`src/rtl/op_feeder_pkg.sv`:
```
// Shared definitions for the op_feeder host-side core driver.
package op_feeder_pkg;

    localparam int unsigned DATA_W_DEF = 8;

    typedef enum logic [1:0] {
        IDLE      = 2'd0,
        WAIT_BUSY = 2'd1,
        RUN       = 2'd2,
        CAPTURE   = 2'd3
    } state_e;

    // Ceiling log2 usable in parameter expressions.
    function automatic int unsigned clog2(input int unsigned value);
        int unsigned r;
        int unsigned p;
        r = 0;
        p = 1;
        while (p < value) begin
            p = p << 1;
            r = r + 1;
        end
        return r;
    endfunction

endpackage

```
`src/rtl/op_feeder_fifo.sv`:
```
// Operand-pair FIFO: DEPTH entries, show-ahead read, wrap-bit pointers.
module op_fifo
    import op_feeder_pkg::*;
#(
    parameter int unsigned WIDTH = 2 * DATA_W_DEF,
    parameter int unsigned DEPTH = 4
) (
    input  logic             clk,
    input  logic             reset,
    input  logic             push,
    input  logic [WIDTH-1:0] wdata,
    input  logic             pop,
    output logic [WIDTH-1:0] rdata,
    output logic             full,
    output logic             empty
);

    localparam int unsigned AW = clog2(DEPTH);
    localparam int unsigned PW = AW + 1;

    logic [WIDTH-1:0] mem_q [DEPTH];
    logic [WIDTH-1:0] mem_d [DEPTH];
    logic [PW-1:0]    wr_ptr_q, wr_ptr_d;
    logic [PW-1:0]    rd_ptr_q, rd_ptr_d;
    logic             do_push;
    logic             do_pop;

    // Same index with differing wrap bits means every slot is occupied.
    assign full    = (wr_ptr_q[AW] != rd_ptr_q[AW]) &&
                     (wr_ptr_q[AW-1:0] == rd_ptr_q[AW-1:0]);
    assign empty   = (wr_ptr_q == rd_ptr_q);
    assign do_push = push && !full;
    assign do_pop  = pop && !empty;
    assign rdata   = mem_q[rd_ptr_q[AW-1:0]];

    // Next storage and pointer values; pushes and pops are guarded here.
    always_comb begin
        mem_d    = mem_q;
        wr_ptr_d = wr_ptr_q;
        rd_ptr_d = rd_ptr_q;
        if (do_push) begin
            mem_d[wr_ptr_q[AW-1:0]] = wdata;
            wr_ptr_d                = wr_ptr_q + PW'(1);
        end
        if (do_pop) begin
            rd_ptr_d = rd_ptr_q + PW'(1);
        end
    end

    // Storage and pointer registers with synchronous active-low reset.
    always_ff @(posedge clk) begin
        if (!reset) begin
            wr_ptr_q <= '0;
            rd_ptr_q <= '0;
            mem_q    <= '{default: '0};
        end else begin
            wr_ptr_q <= wr_ptr_d;
            rd_ptr_q <= rd_ptr_d;
            mem_q    <= mem_d;
        end
    end

endmodule

```
`src/rtl/op_feeder.sv`:
```
// Host-side driver for the start/busy/InA/InB/Out processor core interface.
// Queues operand pairs, issues one computation at a time, captures results.
module op_feeder
    import op_feeder_pkg::*;
#(
    parameter int unsigned DATA_W  = DATA_W_DEF,
    parameter int unsigned DEPTH   = 4,
    parameter int unsigned TIMEOUT = 255
) (
    input  logic              clk,
    input  logic              reset,
    input  logic              in_valid,
    output logic              in_ready,
    input  logic [DATA_W-1:0] in_a,
    input  logic [DATA_W-1:0] in_b,
    output logic              core_start,
    output logic [DATA_W-1:0] core_InA,
    output logic [DATA_W-1:0] core_InB,
    input  logic              core_busy,
    input  logic [DATA_W-1:0] core_Out,
    output logic              res_valid,
    input  logic              res_ready,
    output logic [DATA_W-1:0] res_data,
    output logic              timeout_err
);

    localparam int unsigned      TMR_W   = clog2(TIMEOUT + 1);
    localparam logic [TMR_W-1:0] TMR_MAX = TMR_W'(TIMEOUT);

    state_e              state_q, state_d;
    logic [TMR_W-1:0]    timer_q, timer_d;
    logic                start_q, start_d;
    logic [DATA_W-1:0]   ina_q, ina_d;
    logic [DATA_W-1:0]   inb_q, inb_d;
    logic                res_valid_q, res_valid_d;
    logic [DATA_W-1:0]   res_data_q, res_data_d;
    logic                err_q, err_d;

    logic                fifo_pop;
    logic                fifo_full;
    logic                fifo_empty;
    logic [2*DATA_W-1:0] fifo_rdata;
    logic                slot_free;

    op_fifo #(
        .WIDTH (2 * DATA_W),
        .DEPTH (DEPTH)
    ) u_fifo (
        .clk   (clk),
        .reset (reset),
        .push  (in_valid),
        .wdata ({in_a, in_b}),
        .pop   (fifo_pop),
        .rdata (fifo_rdata),
        .full  (fifo_full),
        .empty (fifo_empty)
    );

    // The result slot may be refilled in the same cycle it is drained.
    assign slot_free = !res_valid_q || res_ready;

    // Next-state, timer, operand and result logic.
    always_comb begin
        state_d     = state_q;
        timer_d     = timer_q;
        start_d     = 1'b0;
        ina_d       = ina_q;
        inb_d       = inb_q;
        res_valid_d = res_valid_q && !res_ready;
        res_data_d  = res_data_q;
        err_d       = err_q;
        fifo_pop    = 1'b0;
        case (state_q)
            IDLE: begin
                if (!fifo_empty && slot_free) begin
                    fifo_pop       = 1'b1;
                    {ina_d, inb_d} = fifo_rdata;
                    start_d        = 1'b1;
                    timer_d        = '0;
                    state_d        = WAIT_BUSY;
                end
            end
            WAIT_BUSY: begin
                if (timer_q == TMR_MAX) begin
                    err_d   = 1'b1;
                    state_d = IDLE;
                end else begin
                    timer_d = timer_q + TMR_W'(1);
                    if (core_busy) begin
                        state_d = RUN;
                    end
                end
            end
            RUN: begin
                if (timer_q == TMR_MAX) begin
                    err_d   = 1'b1;
                    state_d = IDLE;
                end else begin
                    timer_d = timer_q + TMR_W'(1);
                    if (!core_busy) begin
                        state_d = CAPTURE;
                    end
                end
            end
            CAPTURE: begin
                // core_Out is taken one cycle after busy falls.
                res_data_d  = core_Out;
                res_valid_d = 1'b1;
                state_d     = IDLE;
            end
            default: begin
                state_d = IDLE;
            end
        endcase
    end

    // State and datapath registers with synchronous active-low reset.
    always_ff @(posedge clk) begin
        if (!reset) begin
            state_q     <= IDLE;
            timer_q     <= '0;
            start_q     <= 1'b0;
            ina_q       <= '0;
            inb_q       <= '0;
            res_valid_q <= 1'b0;
            res_data_q  <= '0;
            err_q       <= 1'b0;
        end else begin
            state_q     <= state_d;
            timer_q     <= timer_d;
            start_q     <= start_d;
            ina_q       <= ina_d;
            inb_q       <= inb_d;
            res_valid_q <= res_valid_d;
            res_data_q  <= res_data_d;
            err_q       <= err_d;
        end
    end

    assign in_ready    = !fifo_full;
    assign core_start  = start_q;
    assign core_InA    = ina_q;
    assign core_InB    = inb_q;
    assign res_valid   = res_valid_q;
    assign res_data    = res_data_q;
    assign timeout_err = err_q;

endmodule

```
`config.mk`:
```
export PLATFORM = sky130hd
export DESIGN_NAME = op_feeder
export DESIGN_NICKNAME = d
export VERILOG_FILES = /design/src/rtl/op_feeder_pkg.sv /design/src/rtl/op_feeder_fifo.sv /design/src/rtl/op_feeder.sv
export SDC_FILE = /design/constraint.sdc
export NUM_CORES = 1
export LEC_CHECK = 0
export CORE_MARGIN = 3
export CORE_UTILIZATION = 40
export DETAILED_ROUTE_END_ITERATION = 12
export GPL_ROUTABILITY_DRIVEN = 0
export PLACE_DENSITY = 0.67
export SLEW_MARGIN = 20
export SYNTH_ARGS = -nofsm -noshare
export SYNTH_HDL_FRONTEND = slang
export SYNTH_SLANG_ARGS = --single-unit
```
`constraint.sdc`:
```
create_clock -name clk -period 2.7 [get_ports clk]
set_clock_uncertainty 0.05 [all_clocks]
set_input_delay 0.54 -clock clk [delete_from_list [all_inputs] [get_ports clk]]
set_output_delay 0.54 -clock clk [all_outputs]
set_load 0.05 [all_outputs]
```
==> out/qor.yml <==
fin_ws_ns: 0.2381
arrival_ns: 1.87
area.growth.synth_to_final_pct: 21.54
synthArstFlopShare_pct: 0
power.density_mw_per_mm2: 758.6
firstDrtPassIters: 5
totalWireLength_microns: 9548
antenna_found_initial: 0
rsz0062_at_grt: "no"
finalCritPeriodShare_pct: 91.18
min_period_ns: 2.462
hold_buffers: 0
worst_pin_slew_ns: 0.9542
wl_per_cell_microns: 14.51
peakVddDrop_mv: 0.3399
clkPwrFrac_pct: 30.5
drc_errors: 0
die_y_microns: 112.6
cts_tree: "done"
yosysSeqAreaShare_pct: 47.15
antenna_left: 0
swShare_pct: 33.38
end_kind: "output pin"
max_slew_margin_pct: 35.93
cts_sinks: 107
portBuffers: 56
placementRows: 38
fillCellCount: 1026
nNetsFinal: 553
diodes: 0
drive_gt1_share_pct: 10.62
ioPinCount: 57
cp_max_fo: 6
grt_max_degree: 131
crit_type: "flip-flop to output pin"
syn_area_sq_mm: 0.004543
maxCapViolations: 0
status: "completed"
overflow: 0
final_max_slew_viol_count: 0
yosysWarnings: 0
dp_worst_setup_slack_ns: 0.4560
worstHoldPathCells: 2
place_hpwl_microns: 6250
setup_viol: 0
synth_fp_nets: 517
hold_path.class: "flip-flop to flip-flop"
max-clock-path-buffers: 2
setup_tns_ns: 0
multi_input_area_sq_mm: 0.002237
grt_usage_pct: 15.27
htreeDepth: 3
cts_buffers: 9
viasPerCell: 5.327
synth_area_leaders: "dfxtp_1, nand3_1, o21ai_0"
cts.clk_slew.worst_paths_ns: 0.07
avgSynthCellArea_sq_um: 9.524
synth_seq_cells: 107
grt_pass1_vias: 3328
fin_cells: 658
vias: 3505
ff2ff_path_depth: 5
cp.required_ns: 2.11
synth_cells: 477
die_w_microns: 112.6
synth_top_cell_by_area: "dfxtp_1"
drtIter0Drc: 203
synth_edf_count: 0
clk_root_buffer_cell: "clkbuf_16"
yosys-top-cells-count: "dfxtp_1, nand3_1, o21ai_0"
clk_latency_ns: 0.34
fmax_mhz: 406.2
cts-resized-gates: 0
hold_violations: 0
cp-start-kind: "flip-flop"
combPwrFrac_pct: 27.5
p_int_w: 0.002790
dp.cells: 642
p_switching_w: 0.001398
coreArea_sq_mm: 0.01098
p_seq_share_pct: 42.0
yosysUniqueCellTypes: 45
ff_latch_area_sq_mm: 0.002142
grt_pass1_wl_microns: 15880
p_leak_nw: 1.894
synth_top_area_share_pct: 47.15
synth_most_common_cell: "dfxtp_1"
synth_top_flop_cell: "dfxtp_1"
initial_core_util_pct: 41.36
dieArea_sq_mm: 0.01267
cts_setup_buffers: 0
-- metal layers --
| metal | global-route usage [%] | vias up | routed length, microns |
|---|---|---|---|
| li1 | - | 1794 | - |
| met1 | 19.71 | 1642 | 4516 |
| met2 | 25.71 | 65 | 4612 |
| met3 | 3.881 | 4 | 373 |
| met4 | 3.686 | 0 | 46 |
| met5 | 0 | - | 0 |
-- area by class of cell --
class / instances / share of cell area [%]
clock buffers: 10 / 4.328
clock inverters: 6 / 1.065
inverters: 9 / 0.6118
multi-input cells: 321 / 40.52
flip-flops and latches: 107 / 38.79
well taps: 140 / 3.172
repair buffers: 65 / 11.51
-- path summary, 6_finish.rpt --
check / slack, ns / end / startpoint
max: 0.24 / in_ready / u_fifo.wr_ptr_q[2]$_SDFFE_PN0P_
min: 0.41 / u_fifo.mem_q[15]$_SDFFE_PN0P_ / u_fifo.mem_q[15]$_SDFFE_PN0P_
max reg2reg: 0.45 / u_fifo.rd_ptr_q[0]$_SDFFE_PN0P_ / u_fifo.wr_ptr_q[1]$_SDFFE_PN0P_
min reg2reg: 0.41 / u_fifo.mem_q[15]$_SDFFE_PN0P_ / u_fifo.mem_q[15]$_SDFFE_PN0P_
-- cell families (layout without fill, tap and decap cells) --
logic type      count (synthesis)  in the layout  synth area share, %
fa+ha+maj                      11             11                3.029
simple gates                  163            163                17.46
xor+xnor                        7              7                1.928
buf+inv                        49             90                4.489
flops                         107            107                47.15
mux                            29             29                10.82
compound gates                111            111                15.12
-- per-stage QoR --
stage / total power (W) / cell area (sq um) / hold slack [ns] / utilization (%)
floorplan: 0.002633 / 4543 / 0.3855 / -
global placement: 0.002940 / 5224 / 0.3974 / 47.56
detailed placement: 0.002953 / 5224 / 0.4061 / 47.56
CTS: 0.004230 / 5522 / 0.4164 / 50.27
global route: 0.004402 / 5522 / 0.4391 / 50.27
finish: 0.004189 / 5522 / 0.4125 / 50.27
-- sequential cells by signal, indices dropped and copies added (netlist names) --
| name | flops |
|---|---|
| core_InA | 8 |
| core_InB | 8 |
| core_start | 1 |
| res_data | 8 |
| res_valid | 1 |
| state_q | 2 |
| timeout_err | 1 |
| timer_q | 8 |
| u_fifo.mem_q | 64 |
| u_fifo.rd_ptr_q | 3 |
| u_fifo.wr_ptr_q | 3 |
-- power by group through the flow --
stage | logic (W) | registers (W) | clock network, W
2_1_floorplan | 0.000740 | 0.00189 | 0
3_3_place_gp | 0.00115 | 0.00179 | 0
3_5_place_dp | 0.00115 | 0.00180 | 0
4_1_cts | 0.00116 | 0.00176 | 0.00131
5_1_grt | 0.00126 | 0.00177 | 0.00137
6_report | 0.00115 | 0.00176 | 0.00128
-- layout by cell type (no fill, tap or decap), types with 4 or more instances in the layout --
cell,count
dfxtp_1,107
nor2_1,15
a31oi_1,5
or3_1,5
buf_4,10
o21ai_0,80
clkdlybuf4s50_1,54
nand3_1,84
mux4_2,16
inv_1,9
ha_1,11
mux2i_1,12
nand2_1,42
o311ai_4,5
clkbuf_16,9
a21oi_1,4
nand4_1,5
-- critical path, stage by stage (launching register included) --
cell,delay (ns)
dfxtp_1,0.35
xnor2_1,0.78
or3_1,0.22
buf_4,0.19
No activity file was read; power rests on OpenSTA's default activity.
==> RTL change: new RTL, same settings <==
Put one more register stage on the output `timeout_err`, without a reset. The value now appears one clock later. The other outputs are not delayed to match.
--- a/src/rtl/op_feeder.sv
+++ b/src/rtl/op_feeder.sv
@@ -145,3 +145,5 @@
     assign res_data    = res_data_q;
-    assign timeout_err = err_q;
+    always_ff @(posedge clk) begin
+        timeout_err <= err_q;
+    end
 
Function: same outputs for any inputs over 4 cycles, from zero or initial values and one cycle with reset low; that may be too few to reach the edited logic, so the function may still have changed.
==> RTL change against the unedited design <==
- combinational power about the same
- final area rose by 0.39%
- wire length rose by 2.0%
- first-iteration DRC count up 4.9%
- power rose by 0.65%
- area after synthesis grew 0.44%
- worst setup slack got worse by 0.0037 ns
- sequential cell count grew 1
- critical path type unchanged
- largest cell class unchanged
==> RTL change: results (changes against the unedited design) <==
fin cells -> 659 (was 658)
Synth Instances -> 478 (was 477)
fin nets -> 554 (was 553)
Filler cells -> 1041 (was 1026)
Static Leak -> 1.91 nW (was 1.89 nW)
via count -> 3553 (was 3505)
mux share of post-synthesis cell area -> 10.8% (about the same)
clock network fraction of total power -> 30.7% (was 30.5%)
CTS Buf Count -> 9 (unchanged)
Sink Count -> 108 (was 107)
H-Tree Depth -> 3 (unchanged)
1st-iter DRT viols -> 213 (was 203)
Pwr per Cell Area -> 761 mW/mm2 (was 759 mW/mm2)
Max IR drop VDD -> 0.462 mV (was 0.340 mV)
Synth top cells by count -> 108 x dfxtp_1, 84 x nand3_1, 80 x o21ai_0 (was 107 x dfxtp_1, 84 x nand3_1, 80 x o21ai_0)
ant diodes -> 0 (unchanged)
Area after DPL -> 0.00524 mm2 (was 0.00522 mm2)
share of layout cells above drive strength 1 -> 10.4% (was 10.6%)
DR WL/cell -> 14.8 um (was 14.5 um)
max incr delay on CP -> 0.78 ns (about the same)
Net Count, Synth -> 518 (was 517)
first-pass GRT wire length -> 16200 um (was 15900 um)
GR Util All Layers -> 15.5% (was 15.3%)
internal power -> 0.00285 W (was 0.00279 W)
vias in the first global route -> 3397 (was 3328)
clock transition at the registers of the reported paths -> 0.07 ns (about the same)
largest net degree at the start of global routing -> 120 (was 131)
slew at the pin closest to its max-slew limit -> 0.970 ns (was 0.954 ns)
status -> finished clean (unchanged)
Post-Synth XOR/XNOR Area -> 1.92% (was 1.93%)
dpl ws -> 0.424 ns (was 0.456 ns)
DR pass1 iterations -> 4 (was 5)
Compound-Gate Fraction of Synth Area -> 15.1% (about the same)
hpwl dp -> 6450 um (was 6250 um)
Synth area leaders -> dfxtp_1 47%, nand3_1 9.2%, o21ai_0 8.8% (was dfxtp_1 47%, nand3_1 9.3%, o21ai_0 8.8%)
register area share after synthesis -> 47.4% (was 47.1%)
Synth Area in Adders -> 3.02% (was 3.03%)
RTL change: changes by cell type after synthesis:
cell     unedited run  this run
dfxtp_1           107       108
RTL change: metal layers:
metal	up-vias	track usage, %	wire [um]
met5	-	0	0
met4	0	4.97	120
met3	9	3.21	417
met2	70	25.6	4620
met1	1670	20.3	4580
li1	1804	-	-
RTL change: path summary, 6_finish.rpt:
path	slack (ns)	end	from	cells after the start
max	0.23	in_ready	u_fifo.wr_ptr_q[2]	3
min	0.31	timeout_err	err_q	0
max reg2reg	0.56	u_fifo.rd_ptr_q[2]	u_fifo.wr_ptr_q[1]	5
min reg2reg	0.31	timeout_err	err_q	0
RTL change: area by class of cell:
type	count	share of cell area, %
multi-input combinational	321	40.4
sequential	108	39.0
timing repair buffer	65	11.6
clock buffer	10	4.13
tap	140	3.16
clock inverter	6	1.13
inverter	9	0.609
